File: src/rtl/bus_pkg.sv
// -----------------------------------------------------------------------------
// bus_pkg
// Shared definitions for the processor-core bus target blocks.
//   bus_rsp_state_t : responder FSM states (IDLE, WAIT, ACK)
//   BUS_AD_LEN      : default address width
//   BUS_DATA_W      : default data width
//   BUS_ERR_DATA    : all-ones read data returned on an error completion;
//                     64 bits wide so any data width up to 64 can be cut from it
// No ports (package).
// -----------------------------------------------------------------------------
package bus_pkg;

    localparam int BUS_AD_LEN = 32;
    localparam int BUS_DATA_W = 32;

    localparam logic [63:0] BUS_ERR_DATA = 64'hFFFF_FFFF_FFFF_FFFF;

    typedef enum logic [1:0] {
        IDLE = 2'd0,
        WAIT = 2'd1,
        ACK  = 2'd2
    } bus_rsp_state_t;

endpackage

File: src/rtl/bus_rsp_regfile.sv
// -----------------------------------------------------------------------------
// bus_rsp_regfile
// Word storage behind the bus responder: N_WORDS x BUS_WIDTH registers with a
// synchronous write port, a combinational read port and a synchronous clear.
// Ports:
//   i_clk    in  1          clock (rising edge)
//   i_rst    in  1          synchronous active-high clear of every word
//   i_we     in  1          write enable
//   i_widx   in  IDX_W      write word index
//   i_wdata  in  BUS_WIDTH  write data
//   i_ridx   in  IDX_W      read word index
//   o_rdata  out BUS_WIDTH  read data (combinational from i_ridx)
// -----------------------------------------------------------------------------
module bus_rsp_regfile #(
    parameter  int N_WORDS   = 16,
    parameter  int BUS_WIDTH = 32,
    localparam int IDX_W     = $clog2(N_WORDS)
) (
    input  logic                 i_clk,
    input  logic                 i_rst,
    input  logic                 i_we,
    input  logic [IDX_W-1:0]     i_widx,
    input  logic [BUS_WIDTH-1:0] i_wdata,
    input  logic [IDX_W-1:0]     i_ridx,
    output logic [BUS_WIDTH-1:0] o_rdata
);

    logic [BUS_WIDTH-1:0] r_mem [N_WORDS];

    always_ff @(posedge i_clk) begin
        if (i_rst) begin
            for (int i = 0; i < N_WORDS; i++) begin
                r_mem[i] <= '0;
            end
        end else if (i_we) begin
            r_mem[i_widx] <= i_wdata;
        end
    end

    // N_WORDS is a power of two, so every index value addresses a real word.
    assign o_rdata = r_mem[i_ridx];

endmodule

File: src/rtl/bus_rsp.sv
// -----------------------------------------------------------------------------
// bus_rsp
// Memory-mapped responder for the processor-core bus. Answers word reads and
// writes inside [BASE, BASE + 4*N_WORDS) from an internal register bank after
// WAIT_CYCLES wait states, signalling each completion with a one-cycle ack.
// Optional feature macro: BUS_RSP_ERR_EN -- when defined, out-of-window
// accesses are completed with err_o = 1 and all-ones read data; when not
// defined, they are ignored and err_o does not exist.
// Ports:
//   clk_i    in  1          clock (rising edge)
//   reset_i  in  1          synchronous active-high reset
//   req_i    in  1          transaction request (level)
//   we_i     in  1          1 = write, 0 = read
//   ad_i     in  AD_LEN     byte address (bits [1:0] ignored)
//   wdata_i  in  BUS_WIDTH  write data
//   data_o   out BUS_WIDTH  read data, valid with ack_o, held otherwise
//   ack_o    out 1          completion strobe, one cycle
//   busy_o   out 1          transaction in flight (WAIT or ACK)
//   err_o    out 1          error completion (BUS_RSP_ERR_EN only)
// -----------------------------------------------------------------------------
module bus_rsp
    import bus_pkg::*;
#(
    parameter int                AD_LEN      = BUS_AD_LEN,
    parameter int                BUS_WIDTH   = BUS_DATA_W,
    parameter logic [AD_LEN-1:0] BASE        = 'h0000_1000,
    parameter int                N_WORDS     = 16,
    parameter int                WAIT_CYCLES = 2
) (
    input  logic                 clk_i,
    input  logic                 reset_i,
    input  logic                 req_i,
    input  logic                 we_i,
    input  logic [AD_LEN-1:0]    ad_i,
    input  logic [BUS_WIDTH-1:0] wdata_i,
    output logic [BUS_WIDTH-1:0] data_o,
    output logic                 ack_o,
    output logic                 busy_o
`ifdef BUS_RSP_ERR_EN
   ,output logic                 err_o
`endif
);

    localparam int IDX_W = $clog2(N_WORDS);

    // One extra bit so an end address that would overflow AD_LEN is visible.
    localparam logic [AD_LEN:0] LP_END = {1'b0, BASE} + (AD_LEN+1)'(4 * N_WORDS);

    // Elaboration-time parameter checks.
    if (LP_END[AD_LEN]) begin : g_chk_end
        $error("bus_rsp: BASE + 4*N_WORDS overflows AD_LEN");
    end
    if (BASE[1:0] != 2'b00) begin : g_chk_align
        $error("bus_rsp: BASE must be 4-byte aligned");
    end
    if (N_WORDS < 2 || (N_WORDS & (N_WORDS - 1)) != 0) begin : g_chk_words
        $error("bus_rsp: N_WORDS must be a power of two, at least 2");
    end
    if (WAIT_CYCLES < 0 || WAIT_CYCLES > 15) begin : g_chk_wait
        $error("bus_rsp: WAIT_CYCLES must be in 0..15");
    end

    bus_rsp_state_t       r_state;
    bus_rsp_state_t       w_next;
    logic [3:0]           r_cnt;
    logic                 r_we;
    logic                 r_miss;
    logic [IDX_W-1:0]     r_idx;
    logic [BUS_WIDTH-1:0] r_wdata;
    logic [BUS_WIDTH-1:0] r_data;
    logic                 r_ack;
    logic                 r_busy;
    logic                 r_err;

    logic                 w_hit;
    logic                 w_take;
    logic [AD_LEN-1:0]    w_off;
    logic [IDX_W-1:0]     w_idx;
    logic [IDX_W-1:0]     w_ridx;
    logic                 w_rwe;
    logic                 w_rmiss;
    logic                 w_enter_ack;
    logic                 w_bank_we;
    logic [BUS_WIDTH-1:0] w_rdata;

    // Address decode. The subtraction is only meaningful on a hit, which is
    // the only case where its result is used, so it cannot wrap.
    assign w_hit = (ad_i >= BASE) && ({1'b0, ad_i} < LP_END);
    assign w_off = ad_i - BASE;
    assign w_idx = IDX_W'(w_off >> 2);

`ifdef BUS_RSP_ERR_EN
    // Misses are accepted and completed with an error.
    assign w_take = req_i;
`else
    // Misses are ignored; the fabric is left to time out.
    assign w_take = req_i & w_hit;
`endif

    // With WAIT_CYCLES = 0 the ACK state is entered straight from IDLE, so
    // the transaction attributes come from the live inputs rather than the
    // latched copies.
    assign w_ridx      = (r_state == IDLE) ? w_idx  : r_idx;
    assign w_rwe       = (r_state == IDLE) ? we_i   : r_we;
    assign w_rmiss     = (r_state == IDLE) ? ~w_hit : r_miss;
    assign w_enter_ack = (w_next == ACK) && (r_state != ACK);

    // Writes commit on the edge that leaves ACK; miss writes are dropped.
    assign w_bank_we = (r_state == ACK) && r_we && !r_miss;

    bus_rsp_regfile #(
        .N_WORDS   (N_WORDS),
        .BUS_WIDTH (BUS_WIDTH)
    ) u_regfile (
        .i_clk   (clk_i),
        .i_rst   (reset_i),
        .i_we    (w_bank_we),
        .i_widx  (r_idx),
        .i_wdata (r_wdata),
        .i_ridx  (w_ridx),
        .o_rdata (w_rdata)
    );

    // Next-state logic. The counter is loaded with WAIT_CYCLES on accept and
    // WAIT hands over to ACK on the edge where it counts down to zero.
    always_comb begin
        w_next = r_state;
        case (r_state)
            IDLE: begin
                if (w_take) begin
                    w_next = (WAIT_CYCLES > 0) ? WAIT : ACK;
                end
            end
            WAIT: begin
                if (r_cnt == 4'd1) begin
                    w_next = ACK;
                end
            end
            ACK: begin
                w_next = IDLE;
            end
            default: begin
                w_next = IDLE;
            end
        endcase
    end

    always_ff @(posedge clk_i) begin
        if (reset_i) begin
            r_state <= IDLE;
            r_cnt   <= '0;
            r_we    <= 1'b0;
            r_miss  <= 1'b0;
            r_idx   <= '0;
            r_wdata <= '0;
            r_data  <= '0;
            r_ack   <= 1'b0;
            r_busy  <= 1'b0;
            r_err   <= 1'b0;
        end else begin
            r_state <= w_next;
            r_ack   <= (w_next == ACK);
            r_busy  <= (w_next != IDLE);
            r_err   <= (w_next == ACK) && w_rmiss;

            if (r_state == IDLE && w_take) begin
                r_we    <= we_i;
                r_miss  <= ~w_hit;
                r_idx   <= w_idx;
                r_wdata <= wdata_i;
                r_cnt   <= 4'(WAIT_CYCLES);
            end else if (r_state == WAIT) begin
                r_cnt <= r_cnt - 4'd1;
            end

            // data_o only changes when entering ACK for a read or a miss;
            // hit writes leave the last read value in place.
            if (w_enter_ack) begin
                if (w_rmiss) begin
                    r_data <= BUS_WIDTH'(BUS_ERR_DATA);
                end else if (!w_rwe) begin
                    r_data <= w_rdata;
                end
            end
        end
    end

    assign data_o = r_data;
    assign ack_o  = r_ack;
    assign busy_o = r_busy;
`ifdef BUS_RSP_ERR_EN
    assign err_o  = r_err;
`endif

endmodule

File: config.mk
export PLATFORM = sky130hd
export DESIGN_NAME = bus_rsp
export DESIGN_NICKNAME = d
export VERILOG_FILES = /design/src/rtl/bus_pkg.sv /design/src/rtl/bus_rsp_regfile.sv /design/src/rtl/bus_rsp.sv
export SDC_FILE = /design/constraint.sdc
export NUM_CORES = 1
export LEC_CHECK = 0
export BUFFER_PORTS_ARGS = -buffer_cell sky130_fd_sc_hd__clkbuf_2
export CORE_MARGIN = 4
export CORE_UTILIZATION = 40
export DETAILED_ROUTE_END_ITERATION = 10
export PLACE_DENSITY_LB_ADDON = 0.08
export SLEW_MARGIN = 10
export SYNTH_ARGS = -nofsm -noshare
export SYNTH_HDL_FRONTEND = slang
export SYNTH_SLANG_ARGS = --single-unit
File: constraint.sdc
create_clock -name clk_i -period 8.3 [get_ports clk_i]
set_input_delay 0.415 -clock clk_i [delete_from_list [all_inputs] [get_ports clk_i]]
set_output_delay 0.415 -clock clk_i [all_outputs]
set_load 0.005 [all_outputs]
==> flow_metrics.env <==
export IMPL_status="complete, no violations"
export IMPL_yosys_area_top_type="edfxtp_1"
export IMPL_antenna_found_initial=6
export IMPL_dieArea_mm2=0.0779
export IMPL_start_kind="register"
export IMPL_internal_power_mw=5.32
export IMPL_p_leak_nw=10.6
export IMPL_clkSinkCount=590
export IMPL_postCtsSetupRepairBufs=0
export IMPL_clkLatencyLatePin_ns=0.61
export IMPL_synth_top_area_frac=0.523
export IMPL_crit_path_end_kind="register"
export IMPL_wirelength_um=105000
export IMPL_path_delay_family="buffers and inverters"
export IMPL_ctsRootBufferMaster="clkbuf_16"
export IMPL_power_switching_mw=1.58
export IMPL_grt_pass1_wl_um=151000
export IMPL_drc_errors=0
export IMPL_slowest_stage="o21ai_4"
export IMPL_max_freq_mhz=226
export IMPL_p_comb_frac=0.060
export IMPL_worstPathArrival_ns=4.67
export IMPL_regToRegSetupSlack_ns=3.88
export IMPL_via_per_inst=6.03
export IMPL_crit_buf_inv=2
export IMPL_rr_worst_depth=4
export IMPL_die_w_um=279
export IMPL_peakVddDrop_mv=0.134
export IMPL_worstReg2RegStart="r_idx[0]$_SDFFE_PP0P_"
export IMPL_cap_viol_max_count=0
export IMPL_cts_tree="built"
export IMPL_swShare=0.229
export IMPL_yosys_top_cells_count="512 x and2_1, 512 x edfxtp_1, 259 x o211ai_1"
export IMPL_wl_per_cell_um=29.5
export IMPL_setup_viol=0
export IMPL_worst_setup_path_type="reg -> reg"
export IMPL_cp_cell_sequence="buf_4 > nand3b_1 > o21ai_4 > buf_4"
export IMPL_drt_iter0_drc=2099
export IMPL_ioPinCount=102
export IMPL_hold_class="in -> reg"
export IMPL_min_period_ns=4.42
export IMPL_timing_final_max_slew_violations=0
export IMPL_dpl_hpwl_um=55700
export IMPL_synth_cell_type_count=48
export IMPL_drive_above_1_share=0.123
export IMPL_final_instance_count_excl_fill=3567
export IMPL_syn_to_final_growth_pct=12.4
export IMPL_muxShareOfSynthArea=0.0571
export IMPL_fin_area_mm2=0.0330
export IMPL_cp_max_fo=42
export IMPL_period_share=0.533
export IMPL_cts_resized=0
export IMPL_postPlaceCellArea_mm2=0.0307
export IMPL_cts_buffer_depth=3
export IMPL_cpMostUsedCell="buf_4"
export IMPL_r2r_end="u_regfile.r_mem[13][14]$_SDFFCE_PN0P_"
export IMPL_synth_adder_area_share=0.000851
export IMPL_rows=99
export IMPL_synth_compound_area_frac=0.118
export IMPL_synth_avg_cell_area_um2=11.4
export IMPL_synth_edf_count=512
export IMPL_grt_max_degree=88
export IMPL_timing_final_hold_violations=0
export IMPL_fillers=6756
export IMPL_vias=21500
export IMPL_synth_top_family_by_area="simple AND/OR/NAND/NOR gates"
export IMPL_total_power_mw=6.91
export IMPL_core_area_mm2=0.0728
export IMPL_grt_pass1_vias=21400
export IMPL_pwr_density_cell_mw_per_mm2=209
export IMPL_die_h_um=279
export IMPL_numCtsBuffers=70
export IMPL_htree_levels=3
export IMPL_hold_path_end="r_wdata[9]$_SDFFE_PP0P_"
export IMPL_synth_seq_cells=590
export IMPL_drt_pass1_iter_count=5
export IMPL_max_stage_delay_ns=1.06
export IMPL_yosys_warnings=0
export IMPL_synth_ff_type="edfxtp_1"
export IMPL_async_flop_share=0
export IMPL_seqPwrFrac=0.491
export IMPL_nNetsFinal=2615
export IMPL_worstPathRequired_ns=8.55
export IMPL_worst_slew_pin_slew_ns=1.24
export IMPL_dp_cells=3432
export IMPL_max_slew_margin=0.173
export IMPL_ant_nets=0
export IMPL_gp_congestion=0.774
export IMPL_hold_buffers=0
export IMPL_clk_pin_slew_ns=0.06
export IMPL_start_util=0.403
export IMPL_fin_skew_ns=0.0231
export IMPL_rsz0062_at_grt="false"
export IMPL_netlist_area_mm2=0.0294
export IMPL_synth_nets=2644
export IMPL_holdCritStartpoint="wdata_i[9]"
export IMPL_synth_area_leaders="edfxtp_1 52%, and2_1 11%, o211ai_1 6.6%"
export IMPL_grtUsageTotal=0.266
export IMPL_fin_setup_tns_ns=0
export IMPL_yosysSeqAreaShare=0.576
export IMPL_synthCells=2574
export IMPL_clock_power_share=0.449
export IMPL_utilization=0.454
export IMPL_synthSimpleGateAreaFrac=0.207
export IMPL_io_buffers=99
export IMPL_synth_xor_area_frac=0.000298
export IMPL_holdPathStages=3
export IMPL_grt_overflow_total=0
-- how the worst max path moves through the flow --
stage,cells past startpoint,slack [ns],start,to
3_3_place_gp,5,3.93,r_idx[0]$_SDFFE_PP0P_,u_regfile.r_mem[11][22]$_SDFFCE_PN0P_
3_5_place_dp,5,3.87,r_idx[0]$_SDFFE_PP0P_,u_regfile.r_mem[11][9]$_SDFFCE_PN0P_
2_1_floorplan,5,4.44,r_state[0]$_SDFF_PP0_,u_regfile.r_mem[14][0]$_SDFFCE_PN0P_
4_1_cts,5,3.86,r_idx[0]$_SDFFE_PP0P_,u_regfile.r_mem[11][27]$_SDFFCE_PN0P_
6_report,4,3.88,r_idx[0]$_SDFFE_PP0P_,u_regfile.r_mem[13][14]$_SDFFCE_PN0P_
5_1_grt,5,3.68,r_idx[0]$_SDFFE_PP0P_,u_regfile.r_mem[11][21]$_SDFFCE_PN0P_
-- cells by family (layout without fill, tap and decap cells) --
family          count (synthesis)  after routing
simple gates                 1037           1037
flops                         590            590
compound gates                510            510
buf+inv                       267            295
mux                           167            167
fa+ha+maj                       2              2
xor+xnor                        1              1
other cells                     0              6
-- layout make-up --
cell class	instances	area, um2	share of cell area
timing repair buffer	161	970	0.0294
clock buffer	104	1990	0.0603
inverter	5	18.8	0.000568
clock inverter	25	297	0.00898
multi-input combinational	1717	11600	0.351
sequential	590	16900	0.513
tap	959	1200	0.0363
antenna	6	15.0	0.000454
-- cells in the final DEF (no fill, tap or decap), types with 3 or more instances in the layout --
cell / n
or4b_1: 3
nor4_1: 5
clkbuf_16: 73
nand2_1: 4
nor3_4: 5
o21ai_0: 122
edfxtp_1: 512
or2_2: 6
clkbuf_8: 5
a311oi_1: 30
nand2b_1: 137
nor3_1: 3
nor2_1: 74
clkbuf_2: 97
clkinv_2: 9
clkinv_1: 6
a31oi_1: 64
inv_1: 5
nand3_1: 194
mux2i_1: 165
clkbuf_1: 26
o21ai_4: 16
bufinv_16: 6
o21ai_2: 3
and2_1: 512
dfxtp_1: 76
nor2_4: 7
nand4_1: 66
nor2_2: 5
buf_4: 63
diode_2: 6
o21ai_1: 7
o211ai_1: 259
-- power by group through the flow --
| stage | Clock, mW | Combinational [mW] | Sequential, mW |
|---|---|---|---|
| 2_1_floorplan | 0 | 0.245 | 3.44 |
| 3_3_place_gp | 0 | 0.409 | 3.44 |
| 3_5_place_dp | 0 | 0.415 | 3.45 |
| 4_1_cts | 3.15 | 0.415 | 3.39 |
| 5_1_grt | 3.27 | 0.445 | 3.40 |
| 6_report | 3.10 | 0.414 | 3.39 |
-- flip-flops by register name (all words and copies together) (netlist names) --
| signal | flops |
|---|---|
| data_o | 32 |
| r_we | 1 |
| r_state | 2 |
| busy_o | 1 |
| u_regfile.r_mem | 512 |
| r_idx | 4 |
| r_miss | 1 |
| r_cnt | 4 |
| ack_o | 1 |
| r_wdata | 32 |
-- metal layers --
layer,track usage,vias up,wire length (um)
met2,0.447,906,50900
met5,0,-,9
met1,0.350,10900,43400
met4,0.0876,2,3230
li1,-,9482,-
met3,0.0459,187,7730
-- per-stage QoR --
step,hold slack [ns],setup slack [ns]
after detailed placement,0.499,3.87
final,0.0350,3.88
after global placement,0.493,3.93
after floorplan,0.466,4.44
after CTS,0.00320,3.86
after global routing,0.0295,3.68
-- worst min-delay path, stage by stage --
cell,delay (ns)
clkbuf_2,0.07
mux2i_1,0.05
nor2_1,0.07
(Power assumes the default switching activity.)
